`src/rtl/ring_decoder8.sv`:
```
// Receive-side monitor for an 8-bit one-hot rotating ring: decodes position, infers step
// direction, keeps a signed net-lap count and flags illegal words and jumps.
module ring_decoder8 #(
    parameter int unsigned LAP_W = 8,
    parameter int unsigned ERR_W = 4
) (
    input  logic             clk,
    input  logic             reset,
    input  logic             valid,
    input  logic [7:0]       ring_in,
    output logic [2:0]       pos,
    output logic             locked,
    output logic [1:0]       dir,
    output logic [LAP_W-1:0] lap,
    output logic             err,
    output logic [ERR_W-1:0] err_cnt
);

    typedef enum logic [1:0] {StIdle, StTrack, StFault} state_e;

    localparam logic [1:0] DirHold = 2'b00;
    localparam logic [1:0] DirUp   = 2'b01;
    localparam logic [1:0] DirDown = 2'b10;
    localparam logic [1:0] DirJump = 2'b11;

    state_e             state_q, state_d;
    logic [2:0]         pos_q, pos_d;
    logic [1:0]         dir_q, dir_d;
    logic [LAP_W-1:0]   lap_q, lap_d;
    logic               err_q, err_d;
    logic [ERR_W-1:0]   err_cnt_q, err_cnt_d;

    logic               legal;
    logic [2:0]         idx;
    logic [2:0]         pos_inc;
    logic [2:0]         pos_dec;
    logic               fault;

    // Exactly one bit set: nonzero and clearing the lowest set bit leaves nothing.
    always_comb begin
        legal = (ring_in != 8'h00) && ((ring_in & (ring_in - 8'd1)) == 8'h00);
        idx   = 3'd0;
        for (int i = 0; i < 8; i++) begin
            if (ring_in[i]) begin
                idx = 3'(i);
            end
        end
        pos_inc = pos_q + 3'd1;
        pos_dec = pos_q - 3'd1;
    end

    always_comb begin
        state_d = state_q;
        pos_d   = pos_q;
        dir_d   = dir_q;
        lap_d   = lap_q;
        fault   = 1'b0;

        if (valid) begin
            unique case (state_q)
                StIdle, StFault: begin
                    // No step is inferred across a fault or from reset.
                    if (legal) begin
                        pos_d   = idx;
                        dir_d   = DirHold;
                        state_d = StTrack;
                    end else begin
                        fault = 1'b1;
                    end
                end
                StTrack: begin
                    if (!legal) begin
                        fault   = 1'b1;
                        state_d = StFault;
                    end else begin
                        pos_d = idx;
                        if (idx == pos_q) begin
                            dir_d = DirHold;
                        end else if (idx == pos_inc) begin
                            dir_d = DirUp;
                            if (pos_q == 3'd7) begin
                                lap_d = lap_q + LAP_W'(1);
                            end
                        end else if (idx == pos_dec) begin
                            dir_d = DirDown;
                            if (pos_q == 3'd0) begin
                                lap_d = lap_q - LAP_W'(1);
                            end
                        end else begin
                            dir_d = DirJump;
                            fault = 1'b1;
                        end
                    end
                end
                default: state_d = StIdle;
            endcase
        end

        err_d     = fault;
        err_cnt_d = err_cnt_q;
        if (fault && (err_cnt_q != {ERR_W{1'b1}})) begin
            err_cnt_d = err_cnt_q + ERR_W'(1);
        end
    end

    always_ff @(posedge clk) begin
        if (reset) begin
            state_q   <= StIdle;
            pos_q     <= 3'd0;
            dir_q     <= DirHold;
            lap_q     <= '0;
            err_q     <= 1'b0;
            err_cnt_q <= '0;
        end else begin
            state_q   <= state_d;
            pos_q     <= pos_d;
            dir_q     <= dir_d;
            lap_q     <= lap_d;
            err_q     <= err_d;
            err_cnt_q <= err_cnt_d;
        end
    end

    assign pos     = pos_q;
    assign locked  = (state_q == StTrack);
    assign dir     = dir_q;
    assign lap     = lap_q;
    assign err     = err_q;
    assign err_cnt = err_cnt_q;

endmodule

```
`config.mk`:
```
export PLATFORM = sky130hd
export DESIGN_NAME = ring_decoder8
export DESIGN_NICKNAME = d
export VERILOG_FILES = /design/src/rtl/ring_decoder8.sv
export SDC_FILE = /design/constraint.sdc
export NUM_CORES = 1
export LEC_CHECK = 0
export BUFFER_PORTS_ARGS = -buffer_cell sky130_fd_sc_hd__buf_2
export CAP_MARGIN = 0
export CORE_MARGIN = 8
export CORE_UTILIZATION = 40
export DETAILED_ROUTE_END_ITERATION = 8
export PLACE_DENSITY = 0.62
export SYNTH_ARGS = -nofsm -noshare
export SYNTH_HDL_FRONTEND = slang
export SYNTH_SLANG_ARGS = --single-unit
```
`constraint.sdc`:
```
create_clock -name clk -period 10.1 [get_ports clk]
set_input_delay 1.01 -clock clk [delete_from_list [all_inputs] [get_ports clk]]
set_output_delay 1.01 -clock clk [all_outputs]
set_load 0.03 [all_outputs]
```
Yosys cells after proc, flatten, opt, wreduce, memory -nomap -nowiden
Cells that the tools add are included.

word-level totals
  flip-flop bits (word level) = 20
  latch bits = 0
  bits in writable memories = 0
  bits in read-only memories = 0
  input port bits = 11
  output and inout port bits = 19
  memories = 0

operators by class
  add/subtract/negate cells = 6
  multiply operators = 0
  divide/modulo/power cells = 0
  order comparisons = 0
  equality and inequality tests = 11
  shifts and indexed selects = 0
  mux-type cells = 27
  bitwise logic cells = 2
  reductions and logical operators = 15

operator list
  operator                                          count
  two-way mux 8 bit                                 4
  two-way mux 3 bit                                 6
  subtractor 8 x 1 -> 8 bit, second input constant  2
  two-way mux 2 bit                                 6
  == test 3 bit                                     3
  adder 8 x 1 -> 8 bit, second input constant       1
  bitwise AND 8 bit                                 1
  logical NOT 8 bit                                 1
  two-way mux 1 bit                                 8
  one-hot mux 2 bit (2 select lines)                2
  nonzero test 8 bit                                1
  AND reduction 7 bit                               1
  AND reduction 3 bit                               2
  nonzero test 2 bit                                3
  adder 4 x 1 -> 4 bit, second input constant       1
  != test 2 x 1 -> 1 bit, second input constant     2
  != test 2 bit, second input constant              2
  != test 4 bit, second input constant              1
  AND reduction 4 bit                               1
  adder 3 x 1 -> 3 bit, second input constant       1
  == test 3 bit, second input constant              1
  logical NOT 3 bit                                 1
  OR reduction 3 bit                                1
  subtractor 3 x 1 -> 3 bit, second input constant  1
  other kinds (7)                                   8

Depth between registers and ports, before layout
  word-level depth = 15
  gate-level depth with buffers = 14
  gate-level depth less buffers = 14

Worst setup path before layout
OpenSTA, ideal clock, no wires.

  kind = input-to-reg
  start point = input port ring_in[4]
  end point = register lap_q[7], in the netlist lap[7]
  library setup time = 0.070 ns
  data arrival time = 3.836 ns
  data required time = 10.030 ns
  setup slack = 6.194 ns
  stages on the path = 13
  path buffers = 1
  path through = buf_6 > or4_4 > o31ai_4 > o2bb2ai_2 > nand2b_1 > ha_1 > a21o_1 > a211oi_1 > nor2_1 > o41ai_1 > xor2_1 > or3_1 > a21oi_1

on the way
  cells in the longest elaborated chain, start to end = 7

RTL lines
  what                                                                               line  RTL
  start: declaration                                                                 10    input logic [7:0] ring_in,
  parallel branches: the longest is 7 deep, another holds subtractor 8 x 1 -> 8 bit  --
  end signal: assignment                                                             118   lap_q <= lap_d;
  end: declaration                                                                   29    logic [LAP_W-1:0] lap_q, lap_d;

Several ways; the timed one is not identified.
A chain may end at the register's enable or synchronous reset.

Worst setup path after layout
Same ends and word-level chain as after synthesis.

==> impl_metrics.ini <==
[run_status]
outcome = completed

[routing]
wl_per_cell_um = 13.5
vias = 1368
route.detailed.drc = 0
vias_per_cell = 5.34
postRouteAntennaNets = 0
drtIter0Drc = 85
dr.pass1.iters = 4
drt_wl_total_mm = 3.45

[timing]
fmax_mhz = 252
hold_viol_final = 0
finalSetupTns_ns = 0
finalCritPeriodShare_pct = 39.3
finalSetupViolCount = 0
period_minus_slack_ns = 3.97
worst_slew_pin_slew_ns = 0.438
finClkSkew_ns = 0.00774
drv_slew = 0
relSlewSlack_pct = 70.8
rsz0062_at_grt = no

[power]
p_seq_share_pct = 48.4
leakage_nw = 0.798
pwr-share-clk_pct = 35.8
switching_share_pct = 26.0
vdd_drop_max_uv = 76.2
combPwrFrac_pct = 15.8
internal_power_mw = 0.124
p_sw_mw = 0.0437
power.density_mw_per_mm2 = 95.3

[floorplan]
rows = 22
ios = 30
fp.dieH_um = 78.3
dieArea_mm2 = 0.00614
start_util_pct = 42.1
die_x_um = 78.3
core_area_mm2 = 0.00369

[final_layout]
drive_above_1_share_pct = 22.6
mostFrequentLayoutCell = buf_2
mostFrequentLayoutCells = buf_2, nor2_1, dfxtp_1
num-fill-cells = 389
utilization_pct = 47.8
fin_nets = 232
synthToLayoutAreaGrowth_pct = 13.5
design_area_mm2 = 0.00176
num_antenna_cells = 0

[cts]
post_cts_buffers = 0
clock-sinks = 20
clk_latency_ns = 0.25
cts_resized = 0
clockBufferDepth = 2
clockRootBuffer = clkbuf_8
htree_levels = 1
path_clk_slew_ns = 0.08
numCtsBuffers = 3
tritoncts = built
hold_buffers = 0

[logic_synthesis]
yosysSeqAreaShare_pct = 25.8
synth_top_family_by_area = compound AO/OA/AOI/OAI gates
netlist.area_leader.share_pct = 25.8
ys_warn_count = 0
syn_area_per_cell_um2 = 8.63
synthAdderAreaFrac_pct = 10.1
synth_mux_area_share_pct = 5.96
yosys_register_bits = 20
synth_edf_count = 0
netlist_area_mm2 = 0.00155
synth_cell_types = 51
yosys-top-cells-area = dfxtp_1, ha_1, nor2_1
synth_xor_area_share_pct = 5.64
dominantRegCellSynth = dfxtp_1
synth_nets = 203
synth_compound_area_share_pct = 25.4
synthSimpleGateAreaFrac_pct = 21.7
synth_top_area_cell = dfxtp_1
ys_async_sr_fraction_pct = 0
syn_inst = 180

[placed_design]
dpl_cell_area_mm2 = 0.00171
portBuffers = 29
gp_congestion = 0.829
hpwl_mm = 2.66

[global_routing]
track_usage_pct = 11.0
grt_pass1_wl_mm = 5.83
antenna_found_initial = 0
grt_pass1_vias = 1288
gr-total-overflow = 0
grt_max_degree = 21

[critical_path]
cp.required_ns = 10.29
startpoint_type = primary input
worstSetupEndpointType = register
arrival_ns = 4.16
slowest_delay_ns = 0.57
path_cells = buf_2 -> or4_4 -> o31ai_4 -> o2bb2ai_2 -> nand2b_1 -> ha_1 -> a21o_1 -> a211oi_1 -> nor2_1 -> o41ai_1 -> xor2_1 -> or3_1 -> a21oi_1
cp_max_fo = 10
worst-setup-path-type = in2reg
cpMaxStageDelayCell = or4_4

[run]
maxCapViolCount = 0

[min_path]
worstHoldPathType = reg2reg
==> power by group through the flow <==
| stage | Clock (mW) | Sequential (mW) | Combinational [mW] |
|---|---|---|---|
| after floorplan | 0 | 0.0855 | 0.0177 |
| after global placement | 0 | 0.0832 | 0.0263 |
| after detailed placement | 0 | 0.0832 | 0.0265 |
| after CTS | 0.0627 | 0.0814 | 0.0265 |
| after global routing | 0.0660 | 0.0815 | 0.0292 |
| final | 0.0602 | 0.0813 | 0.0265 |
==> sequential cells by signal, summed over array words and instances, names as in the netlist <==
signal and count:
dir 2, err_cnt 4, pos 3, state_q 2
lap 8, err 1
==> cell type report <==
| class | instances | area, um2 | share of cell area (%) |
|---|---|---|---|
| multi-input combinational | 146 | 1070 | 60.6 |
| clock buffer | 4 | 55.1 | 3.12 |
| inverter | 9 | 33.8 | 1.91 |
| tap | 48 | 60.1 | 3.40 |
| sequential | 20 | 400 | 22.7 |
| timing repair buffer | 29 | 145 | 8.23 |
==> worst paths after layout <==
path	end	cells past startpoint	start	slack [ns]
min	dir[0]	2	dir[0]	0.47
max reg2reg	lap[7]	14	pos[0]	6.26
min reg2reg	dir[0]	2	dir[0]	0.47
max	lap[7]	13	ring_in[4]	6.13
==> routing by layer <==
metal | wire length (um) | up-vias | global-route usage (%) | share of wire, %
li1 | - | 720 | - | -
met3 | 213 | 2 | 3.08 | 6.2
met2 | 1580 | 31 | 19.1 | 46
met1 | 1650 | 615 | 13.4 | 48
met4 | 12 | 0 | 1.67 | 0.35
met5 | 0 | - | 0 | 0
==> metrics by stage <==
stage               hold slack [ns]  cells  worst slack [ns]  total power, mW
detailed placement            0.459    252              5.86            0.110
global route                  0.497    256              5.83            0.177
CTS                           0.475    256              6.14            0.171
global placement              0.461    252              5.94            0.110
floorplan                     0.462    180              6.19            0.103
finish                        0.468    256              6.13            0.168
==> cell usage after synthesis (2+ instances only) <==
| cell | n |
|---|---|
| nor2_1 | 23 |
| dfxtp_1 | 20 |
| o21ai_0 | 13 |
| ha_1 | 11 |
| a21oi_1 | 9 |
| inv_1 | 9 |
| mux2i_1 | 7 |
| nand2_1 | 7 |
| xnor2_1 | 7 |
| nor3_1 | 6 |
| a211oi_1 | 5 |
| nor2b_1 | 4 |
| nand2b_1 | 3 |
| nand3_1 | 3 |
| or2_2 | 3 |
| xor2_1 | 3 |
| a21o_1 | 2 |
| a221oi_2 | 2 |
| a22oi_1 | 2 |
| a32oi_1 | 2 |
| buf_6 | 2 |
| clkbuf_1 | 2 |
| nor4_1 | 2 |
| o211a_1 | 2 |
| o211ai_1 | 2 |
| o21a_1 | 2 |
| o2bb2ai_2 | 2 |
| o41ai_1 | 2 |
==> cell families (layout without fill, tap and decap cells) <==
| group | count (synthesis) | count (layout) |
|---|---|---|
| AO/OA/AOI/OAI | 52 | 52 |
| flip-flops | 20 | 20 |
| AND/OR/NAND/NOR | 63 | 63 |
| adder cells (fa/ha/maj) | 12 | 12 |
| multiplexers | 9 | 9 |
| buffers and inverters | 14 | 42 |
| XOR/XNOR | 10 | 10 |
==> critical path: cells and delay by family <==
| family | cells | cell delay (ns) |
|---|---|---|
| adders and majority gates | 1 | 0.37 |
| AOI/OAI and AO/OA | 6 | 1.24 |
| buffers and inverters | 1 | 0.16 |
| xor gates and xnor gates | 1 | 0.12 |
| and+or+nand+nor | 4 | 1.27 |
Power figures use the tool's default switching activity.
